`config.mk`:
```
export PLATFORM = sky130hd
export DESIGN_NAME = rd_addr_n_arb
export DESIGN_NICKNAME = d
export VERILOG_FILES = /design/src/rtl/rd_addr_n_arb_pkg.sv /design/src/rtl/rd_addr_n_arb_rr_pick.sv /design/src/rtl/rd_addr_n_arb.sv
export SDC_FILE = /design/constraint.sdc
export NUM_CORES = 1
export LEC_CHECK = 0
export CELL_PAD_IN_SITES_DETAIL_PLACEMENT = 0
export CELL_PAD_IN_SITES_GLOBAL_PLACEMENT = 2
export CORE_MARGIN = 4
export CORE_UTILIZATION = 25
export CTS_CLUSTER_DIAMETER = 40
export CTS_CLUSTER_SIZE = 20
export DETAILED_ROUTE_END_ITERATION = 12
export GPL_ROUTABILITY_DRIVEN = 0
export PLACE_DENSITY = 0.76
export SKIP_LAST_GASP = 1
export SYNTH_ARGS = -nofsm -noshare
export SYNTH_HDL_FRONTEND = slang
export SYNTH_SLANG_ARGS = --single-unit
```
`constraint.sdc`:
```
create_clock -name clk -period 4.49 [get_ports clk]
set_clock_uncertainty 0.1 [all_clocks]
set_input_delay 0.898 -clock clk [delete_from_list [all_inputs] [get_ports clk]]
set_output_delay 0.898 -clock clk [all_outputs]
set_load 0.01 [all_outputs]
```
`src/rtl/rd_addr_n_arb_pkg.sv`:
```
// Shared types and helpers for the N-memory read-address arbiter.
package rd_addr_n_arb_pkg;

  // Only the two low instruction bits are decoded.
  typedef enum logic [1:0] {
    INSTR_STP = 2'd0,
    INSTR_EVP = 2'd1,
    INSTR_EVB = 2'd2,
    INSTR_RST = 2'd3
  } instr_e;

  typedef enum logic [1:0] {
    ST_IDLE   = 2'd0,
    ST_GRANT  = 2'd1,
    ST_LOCKED = 2'd2
  } state_e;

  // Ceiling log2 with a floor of 1, so a depth of 1 or 2 still gets a 1-bit index.
  function automatic int clog2_min1(input int n);
    int r;
    r = 1;
    for (int i = 1; i < 31; i++) begin
      if ((1 << i) < n) r = i + 1;
    end
    return r;
  endfunction

endpackage

```
`src/rtl/rd_addr_n_arb_rr_pick.sv`:
```
// Combinational winner picker: fixed priority (lowest index) or round-robin
// search starting at ptr and wrapping at N_CH.
module rd_addr_n_arb_rr_pick
  import rd_addr_n_arb_pkg::*;
#(
  parameter  int N_CH = 4,
  localparam int CH_W = clog2_min1(N_CH)
) (
  input  logic [N_CH-1:0] req,
  input  logic [CH_W-1:0] ptr,
  input  logic            mode_rr,
  output logic [N_CH-1:0] win,
  output logic [CH_W-1:0] win_idx,
  output logic            any
);

  logic [CH_W-1:0] cand;

  // Walk channels in priority order and keep the first requester.
  always_comb begin
    // NOTE: every output of a combinational block gets a default first, so no
    // path through the loop can leave it unassigned and infer a latch.
    win     = '0;
    win_idx = '0;
    any     = 1'b0;
    cand    = '0;
    for (int k = 0; k < N_CH; k++) begin
      cand = mode_rr ? CH_W'((int'(ptr) + k) % N_CH) : CH_W'(k);
      if (!any && req[cand]) begin
        any       = 1'b1;
        win_idx   = cand;
        win[cand] = 1'b1;
      end
    end
  end

endmodule

```
`src/rtl/rd_addr_n_arb.sv`:
```
// Registered multi-channel read-address arbiter for the N coefficient memory.
// Holds the IDLE/GRANT/LOCKED FSM, round-robin pointer, burst owner, address
// select with range check, and the output registers (one cycle latency).
module rd_addr_n_arb
  import rd_addr_n_arb_pkg::*;
#(
  parameter  int n_size = 8,
  parameter  int N_CH   = 4,
  localparam int ADDR_W = clog2_min1(n_size),
  localparam int CH_W   = clog2_min1(N_CH)
) (
  input  logic                   clk,
  input  logic                   rst,
  input  logic [7:0]             instr,
  input  logic [N_CH-1:0]        req,
  input  logic [N_CH-1:0]        lock,
  input  logic [N_CH*ADDR_W-1:0] rd_addr_in,
  output logic [ADDR_W-1:0]      rd_addr_N,
  output logic                   rd_en,
  output logic [N_CH-1:0]        gnt,
  output logic [CH_W-1:0]        rd_ch,
  output logic                   addr_err,
  output logic                   busy
);

  instr_e            mode;
  logic              unused_instr_hi;
  logic [ADDR_W-1:0] ch_addr [N_CH];

  state_e            state_q,    state_d;
  logic [CH_W-1:0]   owner_q,    owner_d;
  logic [CH_W-1:0]   rr_ptr_q,   rr_ptr_d;
  logic [ADDR_W-1:0] rd_addr_q,  rd_addr_d;
  logic              rd_en_q,    rd_en_d;
  logic [N_CH-1:0]   gnt_q,      gnt_d;
  logic [CH_W-1:0]   rd_ch_q,    rd_ch_d;
  logic              addr_err_q, addr_err_d;

  logic [N_CH-1:0]   pick_win;
  logic [CH_W-1:0]   pick_idx;
  logic              pick_any;

  logic              hold;
  logic              win_any;
  logic [CH_W-1:0]   win_idx;
  logic [N_CH-1:0]   win_oh;
  logic [ADDR_W-1:0] win_addr;
  logic              addr_ok;

  assign mode            = instr_e'(instr[1:0]);
  assign unused_instr_hi = ^instr[7:2];

  for (genvar c = 0; c < N_CH; c++) begin : g_addr
    assign ch_addr[c] = rd_addr_in[c*ADDR_W +: ADDR_W];
  end

  rd_addr_n_arb_rr_pick #(.N_CH(N_CH)) u_pick (
    .req     (req),
    .ptr     (rr_ptr_q),
    .mode_rr (mode == INSTR_EVB),
    .win     (pick_win),
    .win_idx (pick_idx),
    .any     (pick_any)
  );

  // Winner selection: a live burst owner keeps the port, otherwise arbitrate.
  always_comb begin
    hold     = (state_q == ST_LOCKED) && req[owner_q] && lock[owner_q];
    win_any  = hold || pick_any;
    win_idx  = hold ? owner_q : pick_idx;
    win_oh   = hold ? (N_CH'(1) << owner_q) : pick_win;
    win_addr = ch_addr[win_idx];
    addr_ok  = int'(win_addr) < n_size;
  end

  // Next-state and next-output computation for all registers.
  always_comb begin
    state_d    = state_q;
    owner_d    = owner_q;
    rr_ptr_d   = rr_ptr_q;
    rd_addr_d  = rd_addr_q;
    rd_ch_d    = rd_ch_q;
    rd_en_d    = 1'b0;
    gnt_d      = '0;
    addr_err_d = 1'b0;
    case (mode)
      INSTR_RST: begin
        state_d   = ST_IDLE;
        owner_d   = '0;
        rr_ptr_d  = '0;
        rd_addr_d = '0;
        rd_ch_d   = '0;
      end
      INSTR_STP: ;  // outputs drop to idle, everything else frozen
      default: begin
        if (!win_any) begin
          state_d = ST_IDLE;
        end else begin
          if (hold) begin
            state_d = ST_LOCKED;
          end else if (lock[win_idx]) begin
            state_d = ST_LOCKED;
            owner_d = win_idx;
          end else begin
            state_d = ST_GRANT;
          end
          rr_ptr_d = (int'(win_idx) == N_CH - 1) ? '0 : win_idx + 1'b1;
          if (addr_ok) begin
            rd_en_d   = 1'b1;
            gnt_d     = win_oh;
            rd_ch_d   = win_idx;
            rd_addr_d = win_addr;
          end else begin
            addr_err_d = 1'b1;
          end
        end
      end
    endcase
  end

  // State and output registers, cleared immediately by rst.
  always_ff @(posedge clk or posedge rst) begin
    // NOTE: non-blocking assignments here so every register samples the
    // pre-edge values, independent of statement order.
    if (rst) begin
      state_q    <= ST_IDLE;
      owner_q    <= '0;
      rr_ptr_q   <= '0;
      rd_addr_q  <= '0;
      rd_en_q    <= 1'b0;
      gnt_q      <= '0;
      rd_ch_q    <= '0;
      addr_err_q <= 1'b0;
    end else begin
      state_q    <= state_d;
      owner_q    <= owner_d;
      rr_ptr_q   <= rr_ptr_d;
      rd_addr_q  <= rd_addr_d;
      rd_en_q    <= rd_en_d;
      gnt_q      <= gnt_d;
      rd_ch_q    <= rd_ch_d;
      addr_err_q <= addr_err_d;
    end
  end

  assign rd_addr_N = rd_addr_q;
  assign rd_en     = rd_en_q;
  assign gnt       = gnt_q;
  assign rd_ch     = rd_ch_q;
  assign addr_err  = addr_err_q;
  assign busy      = (state_q == ST_LOCKED);

endmodule
```
**After elaboration in Yosys (flattened, before gate mapping)**

Index checks and enable logic that the tools add are counted.

- Output and inout bits: 12
- Flip-flop bits (word level): 16
- Word-level logic and storage cells: 114

- Multiplexer cells: 62
- $lt $le $gt $ge: 11
- $add $sub $neg: 4
- Bitwise gates (word level): 5
- Eq/ne operators: 5
- Shifts and indexed selects: 1
- Reductions and logical operators: 19

Operators by type and width:

| kind | number |
|---|---|
| 2-bit 2-to-1 mux | 18 |
| 4-bit 2-to-1 mux | 7 |
| 2-bit by 3-bit < comparator with 1-bit output (second input constant) | 6 |
| 1-bit 2-to-1 mux | 17 |
| 2-bit one-hot mux with 2 select lines | 4 |
| 1-bit binary-select mux with 2-bit select | 7 |
| 4-bit OR | 3 |
| 1-bit logical AND | 9 |
| 3-bit 2-to-1 mux | 3 |
| 1-bit demux with 2-bit select | 4 |
| 2-bit by 1-bit greater-or-equal comparator with 1-bit output (second input constant) | 4 |
| 3-bit binary-select mux with 2-bit select | 1 |
| 2-bit equality test (second input constant) | 3 |
| 3-bit one-hot mux with 2 select lines | 1 |
| 2-bit by 1-bit adder with 2-bit output (second input constant) | 2 |
| 2-bit adder (second input constant) | 2 |
| 4-bit AND reduction | 1 |
| 2-bit nonzero test | 2 |
| 1-bit by 2-bit << shifter with 4-bit output (first input constant) | 1 |
| 3-bit greater-or-equal comparator (second input constant) | 1 |
| 1-bit logical NOT | 3 |
| 2-bit inverter with 3-bit output | 1 |
| 2-bit by 1-bit equality test with 1-bit output (second input constant) | 1 |
| 2-bit logical NOT | 1 |
| other kinds (5) | 5 |

**Logic depth before layout (Yosys ltp)**

- Depth after elaboration: 21
- Mapped depth: 12
- Mapped depth without buffers: 10

**By module**

Synthesis repeated with hierarchy kept, for this count alone.

- Cell total of the unflattened synthesis: 168
- Area, all modules: 1501.4 µm²

By module, submodules not included:

| module | cells each | seq. area each (µm²) | area each (µm²) | times used |
|---|---|---|---|---|
| rd_addr_n_arb | 100 | 400.4 | 1054.8 | 1 |
| rd_addr_n_arb_rr_pick | 68 | 0.0 | 446.7 | 1 |

**Worst setup path before layout**

No wires, ideal clock.

- Kind: in2reg
- From: input instr[0]
- To: register rd_addr_q[0], in the netlist rd_addr_N[0]
- Arrival: 3155 ps
- Setup slack: 1109 ps
- Stages: 10
- Setup time: 126 ps
- Cells stage by stage: inv_1 -> ha_1 -> and3_1 -> a221o_1 -> a21oi_4 -> a2111oi_2 -> a211oi_2 -> buf_4 -> mux2_1 -> a221o_1

- Word-level cells in the longest chain between the ends: 21

Ends and longest elaborated chain:

| element | line | RTL |
|---|---|---|
| start: declaration | rd_addr_n_arb.sv:14 | `input logic [7:0] instr,` |
| 2-bit equality test | rd_addr_n_arb.sv:60 | `.mode_rr (mode == INSTR_EVB),` |
| 2-bit 2-to-1 mux | rd_addr_n_arb_rr_pick.sv:28 | `cand = mode_rr ? CH_W'((int'(ptr) + k) % N_CH) : CH_W'(k);` |
| 1-bit binary-select mux with 2-bit select | rd_addr_n_arb_rr_pick.sv:29 | `if (!any && req[cand]) begin` |
| 1-bit 2-to-1 mux (not written as such) | rd_addr_n_arb_rr_pick.sv:29 |  |
| 1-bit 2-to-1 mux | rd_addr_n_arb_rr_pick.sv:29 |  |
| 1-bit logical NOT | rd_addr_n_arb_rr_pick.sv:29 |  |
| 1-bit logical AND | rd_addr_n_arb_rr_pick.sv:29 |  |
| 1-bit 2-to-1 mux | rd_addr_n_arb_rr_pick.sv:29 |  |
| [4 not listed] | n/a |  |
| 1-bit logical AND | rd_addr_n_arb_rr_pick.sv:29 |  |
| 2-bit 2-to-1 mux | rd_addr_n_arb_rr_pick.sv:29 |  |
| 2-bit 2-to-1 mux | rd_addr_n_arb.sv:70 | `win_idx = hold ? owner_q : pick_idx;` |
| 2-bit inverter with 3-bit output (not written as such) | rd_addr_n_arb.sv:72 | `win_addr = ch_addr[win_idx];` |
| 3-bit binary-select mux with 2-bit select | rd_addr_n_arb.sv:72 |  |
| 3-bit 2-to-1 mux (not written as such) (2 in a row) | rd_addr_n_arb.sv:72 |  |
| 3-bit 2-to-1 mux | rd_addr_n_arb.sv:96 | `if (!win_any) begin` |
| 3-bit one-hot mux with 2 select lines | rd_addr_n_arb.sv:86 | `case (mode)` |
| end signal: assignment | rd_addr_n_arb.sv:138 | `rd_addr_q <= rd_addr_d;` |
| end: declaration | rd_addr_n_arb.sv:33 | `logic [ADDR_W-1:0] rd_addr_q, rd_addr_d;` |

Parallel ways exist; a longest one is shown, timed or not. The select of a mux whose other input is x is not followed.
A chain may end at the register's enable or synchronous reset.

**Final worst setup path**

- From: input instr[1]
- To: register owner_q[1]

- Word-level cells in the longest chain between the ends: 19

Ends and longest elaborated chain:

| element | line | RTL |
|---|---|---|
| 2-bit equality test | rd_addr_n_arb.sv:60 |  |
| 2-bit 2-to-1 mux | rd_addr_n_arb_rr_pick.sv:28 |  |
| 1-bit binary-select mux with 2-bit select | rd_addr_n_arb_rr_pick.sv:29 |  |
| 1-bit 2-to-1 mux (not written as such) | rd_addr_n_arb_rr_pick.sv:29 |  |
| 1-bit 2-to-1 mux | rd_addr_n_arb_rr_pick.sv:29 |  |
| 1-bit logical NOT | rd_addr_n_arb_rr_pick.sv:29 |  |
| 1-bit logical AND | rd_addr_n_arb_rr_pick.sv:29 |  |
| 1-bit 2-to-1 mux | rd_addr_n_arb_rr_pick.sv:29 |  |
| [3 not listed] | n/a |  |
| 1-bit logical NOT | rd_addr_n_arb_rr_pick.sv:29 |  |
| 1-bit logical AND | rd_addr_n_arb_rr_pick.sv:29 |  |
| 2-bit 2-to-1 mux | rd_addr_n_arb_rr_pick.sv:29 |  |
| 2-bit 2-to-1 mux | rd_addr_n_arb.sv:70 |  |
| 1-bit binary-select mux with 2-bit select or 2-bit 2-to-1 mux (tied branches) | rd_addr_n_arb.sv:101 | `end else if (lock[win_idx]) begin` |
| 1-bit 2-to-1 mux (not written as such) or 2-bit 2-to-1 mux (tied branches) | rd_addr_n_arb.sv:101, rd_addr_n_arb.sv:99 |  |
| 2-bit nonzero test (no source line) or 2-bit 2-to-1 mux (tied branches) | n/a |  |
| 4-bit AND reduction (no source line) or 2-bit one-hot mux with 2 select lines (tied branches) | n/a |  |
| end signal: assignment | rd_addr_n_arb.sv:136 | `owner_q <= owner_d;` |
| end: declaration | rd_addr_n_arb.sv:31 | `logic [CH_W-1:0] owner_q, owner_d;` |

Parallel ways exist; a longest one is shown, timed or not. The select of a mux whose other input is x is not followed.

==> results summary <==
The flow ran to the end, and the final reports show no timing, DRC or antenna violations. The number of nets handed over by synthesis was 200. For this design the static power due to leakage is 0.768 nW. In the global route stage, overall resource usage came out at 0.110.

The element type at the critical path end is a register. The first-pass GRT wire length is 6370 um. Traced cell by cell, the critical path runs through clkdlybuf4s50_1, ha_1, nand2_1, a221o_1, a21oi_4, a2111oi_2, a211oi_2, buf_4, mux4_2, nand2_1, mux2i_1. The area growth from synthesis to final layout is 33.6%. The post-synthesis cell count is 167. The number of post-CTS setup repair buffers is 0.

The post-detailed-route DRC marker count came out at 0. The total via count after detailed routing came out at roughly 1300. Setup repair after global routing left no endpoint under its margin.

The worst hold path belongs to the class register to register. The number of antenna diodes in the final layout is 0. The filler cell count is between 500 and 600. The number of levels the H-tree was split into is 1. From bottom edge to top edge, the die measures between 80 and 90 um.

The most common cell in the synthesized netlist is sky130_fd_sc_hd__nand2_1. The core utilization of the finished layout is 0.347. The clock transition at the register clock pins on the worst setup and hold paths after CTS is ~0.06 ns. After detailed routing, the average wire length per cell comes to between 10 and 15 um. The power density over cell area came out at roughly 470 nW/um^2. The pin count of the biggest net entering global routing came out at 19. At the worst endpoint, the required time is around 4.6 ns. The power spent charging and discharging nets is roughly 360 uW.

The largest total area in the synthesized netlist belongs to sky130_fd_sc_hd__dfrtp_1. The count of buffers inserted at the top-level ports is 34. The leading register cell type out of synthesis is sky130_fd_sc_hd__dfrtp_1. In this run the cell area measured after placement is between 1500 and 2000 um^2. For this run, the number of Yosys warnings is 0. Buffers inserted during clock tree synthesis total 3.

The core area came out at approximately 5500 um^2. The total buffers and inverters traversed by the critical path came out at 2. The top-level I/O count came out at 42.

The top fanout value on the critical path is 11. The number of global-route vias before repair came to ~1300. In the synthesized netlist, the cells that appear most often are sky130_fd_sc_hd__nand2_1 (23), sky130_fd_sc_hd__dfrtp_1 (16), sky130_fd_sc_hd__nor2_1 (11). TritonCTS built the clock tree. The proportion of layout cells with a drive suffix above 1 is 0.124.

The final max-slew violation count is 0. The synthesized netlist occupies a cell area of around 1400 um^2. The clock sink total came out at 16. The total overflow left after global routing is 0.

The startpoint-to-endpoint class of the critical path is input port to register. On the critical path the largest part of the delay comes from compound AO/OA/AOI/OAI gates. The maximum frequency from static timing analysis is 250 MHz. The post-synthesis cell type count is 56.

Of the total power, the share spent switching nets is 0.403. The synthesized design contains 0 enable-type register cells. The max-capacitance violation count is 0. The part of the total power dissipated in combinational logic came out at 0.570.

The data arrival time of the critical path is between 4 and 5 ns. The clock share of power is 0.137. The post-detailed-route count of antenna-violating nets is 0. The proportion of register bits with asynchronous set or reset after synthesis is 1.00.

The summed area of non-filler cells in the final layout came out at between 1500 and 2000 um^2. For this run, the post-layout net count is around 240. In this run the clock root is driven by a sky130_fd_sc_hd__clkbuf_8.

The pin slew with the least headroom to its limit came out at 0.593 ns. The floorplan has 27 rows. The first detailed-routing pass ran for 4 iterations. The peak supply drop is about 0.25 mV. The hold buffer count at cts came out at 0. The cell that appears most often on the critical path is sky130_fd_sc_hd__nand2_1.

The initial antenna violation count is 0. The worst setup path is launched from an input port. The internal power of the cells came out at between 500 and 600 uW.

The time the worst path needs with I/O delays and setup is around 4.0 ns. No sink is reached through more buffers than the 2 on the longest clock path. At the later pin of the worst-skew pair, clock insertion delay measures 0.24 ns. By area the synthesized netlist is led by sky130_fd_sc_hd__dfrtp_1 (28%), sky130_fd_sc_hd__nand2_1 (6.0%), sky130_fd_sc_hd__mux2i_1 (5.6%). For this configuration, the core starts out at a cell density of 0.260. The final wirelength is between 3000 and 4000 um. The detail-routed via count per cell came out at about 4.8. The post-synthesis average cell area came out at between 8 and 9 um^2.

Once detailed placement completed, the half-perimeter wirelength came to approximately 3000 um. The number of hold violations in the final report came out at 0. Setup violations remaining at the end of the flow were counted as 0.

The post-cts resize count is 0. The die covers roughly 7000 um^2. The worst max-slew margin expressed relative to the limit came out at 0.604. In the finished design, the share of the clock period the worst path needs comes to 0.891.

The top cell type's share of synthesized area is 0.278. The register bit total from synthesis came out at 16. The post-synthesis sequential area ratio came out at 0.278. The power after layout came out at roughly 900 uW. After the first detailed-routing iteration, the DRC count stood at 82. The cell type of the slowest stage on the worst timing path is sky130_fd_sc_hd__mux4_2. The longest individual stage delay on the worst path is ~0.56 ns.

The share of total power dissipated in sequential elements is 0.293. The accumulated negative setup slack came out at 0 ns. The die boundary width came out at 83.9 um.
[layout by cell type, fill, tap and decap left out, drive strengths merged, types with 2 or more instances in the layout]
cell type      Yosys  final
inv                9      9
o22ai              3      3
and2               2      2
a211oi             3      3
mux2               5      5
o21ai             11     11
nor2b              4      4
a21oi              8      8
ha                 3      3
mux2i              9      9
a221o              4      4
a31o               2      2
o2111ai            2      2
nand3b             2      2
or3b               2      2
dfrtp             16     16
nor2              11     11
nand3              7      7
clkbuf             5      4
buf                8      9
clkdlybuf4s50      0     34
nand2b             2      2
nand2             23     23
o31ai              3      3
a21o               2      2
a31oi              2      2
[state kept, by name, indices dropped and copies added, names as in the netlist]
name       count
owner_q        2
gnt            4
rr_ptr_q       2
rd_addr_N      3
rd_en          1
state_q        2
rd_ch          2
[metal layers]
| layer | track usage | vias to the layer above | wire, um |
|---|---|---|---|
| li1 | - | 673 | - |
| met1 | 0.155 | 614 | 1930 |
| met2 | 0.179 | 24 | 1760 |
| met3 | 0.0207 | 2 | 120 |
| met4 | 0.0175 | 0 | 17 |
| met5 | 0 | - | 0 |
[worst reg2reg max path: cells and delay by family (launching register included)]
kind	cells	cell delay, ns
flops	1	0.72
buf+inv	1	0.22
mux	2	0.75
compound gates	4	1.05
simple gates	1	0.13
xor+xnor	1	0.21
[cell families (layout without fill, tap and decap cells)]
family / count (synthesis) / count (layout) / synth area share
buffers and inverters: 22 / 56 / 0.0712
XOR/XNOR: 1 / 1 / 0.00608
AND/OR/NAND/NOR: 60 / 60 / 0.216
adder cells (fa/ha/maj): 3 / 3 / 0.0261
other: 1 / 1 / 0.00260
AO/OA/AOI/OAI: 49 / 49 / 0.274
multiplexers: 15 / 15 / 0.126
flip-flops: 16 / 16 / 0.278
[path summary, 6_finish.rpt]
path	slack, ns	endpoint	start	cells past startpoint
setup / recovery	0.49	owner_q[1]	instr[1]	11
hold / removal	0.40	state_q[1]	state_q[1]	1
setup reg to reg	1.25	owner_q[1]	rr_ptr_q[0]	9
hold reg to reg	0.40	state_q[1]	state_q[1]	1
max in group asynchronous	2.99	rd_addr_N[2]	rst	2
min in group asynchronous	0.92	owner_q[1]	rst	2
[power groups by stage]
stage	Combinational [mW]	Sequential [mW]	Clock, mW
after CTS	0.520	0.263	0.128
after global routing	0.563	0.273	0.138
final	0.512	0.263	0.123
after detailed placement	0.517	0.265	0
after global placement	0.518	0.265	0
after floorplan	0.373	0.234	0
[metrics by stage]
| step | hold WS (ns) | setup WS, ns | std cells |
|---|---|---|---|
| global placement | 0.360 | 0.261 | 269 |
| detailed placement | 0.389 | 0.269 | 269 |
| finish | 0.403 | 0.491 | 273 |
| global route | 0.431 | 0.330 | 273 |
| CTS | 0.403 | 0.517 | 273 |
| floorplan | 0.359 | 1.11 | 167 |
[final cells by class]
| class | count | area [um^2] | area share |
|---|---|---|---|
| clock buffers | 4 | 55.1 | 0.0286 |
| inverters | 9 | 33.8 | 0.0176 |
| multi-input cells | 129 | 937 | 0.487 |
| flip-flops and latches | 16 | 400 | 0.208 |
| well taps | 72 | 90.1 | 0.0468 |
| repair buffers | 43 | 408 | 0.212 |
(Power assumes the default switching activity.)
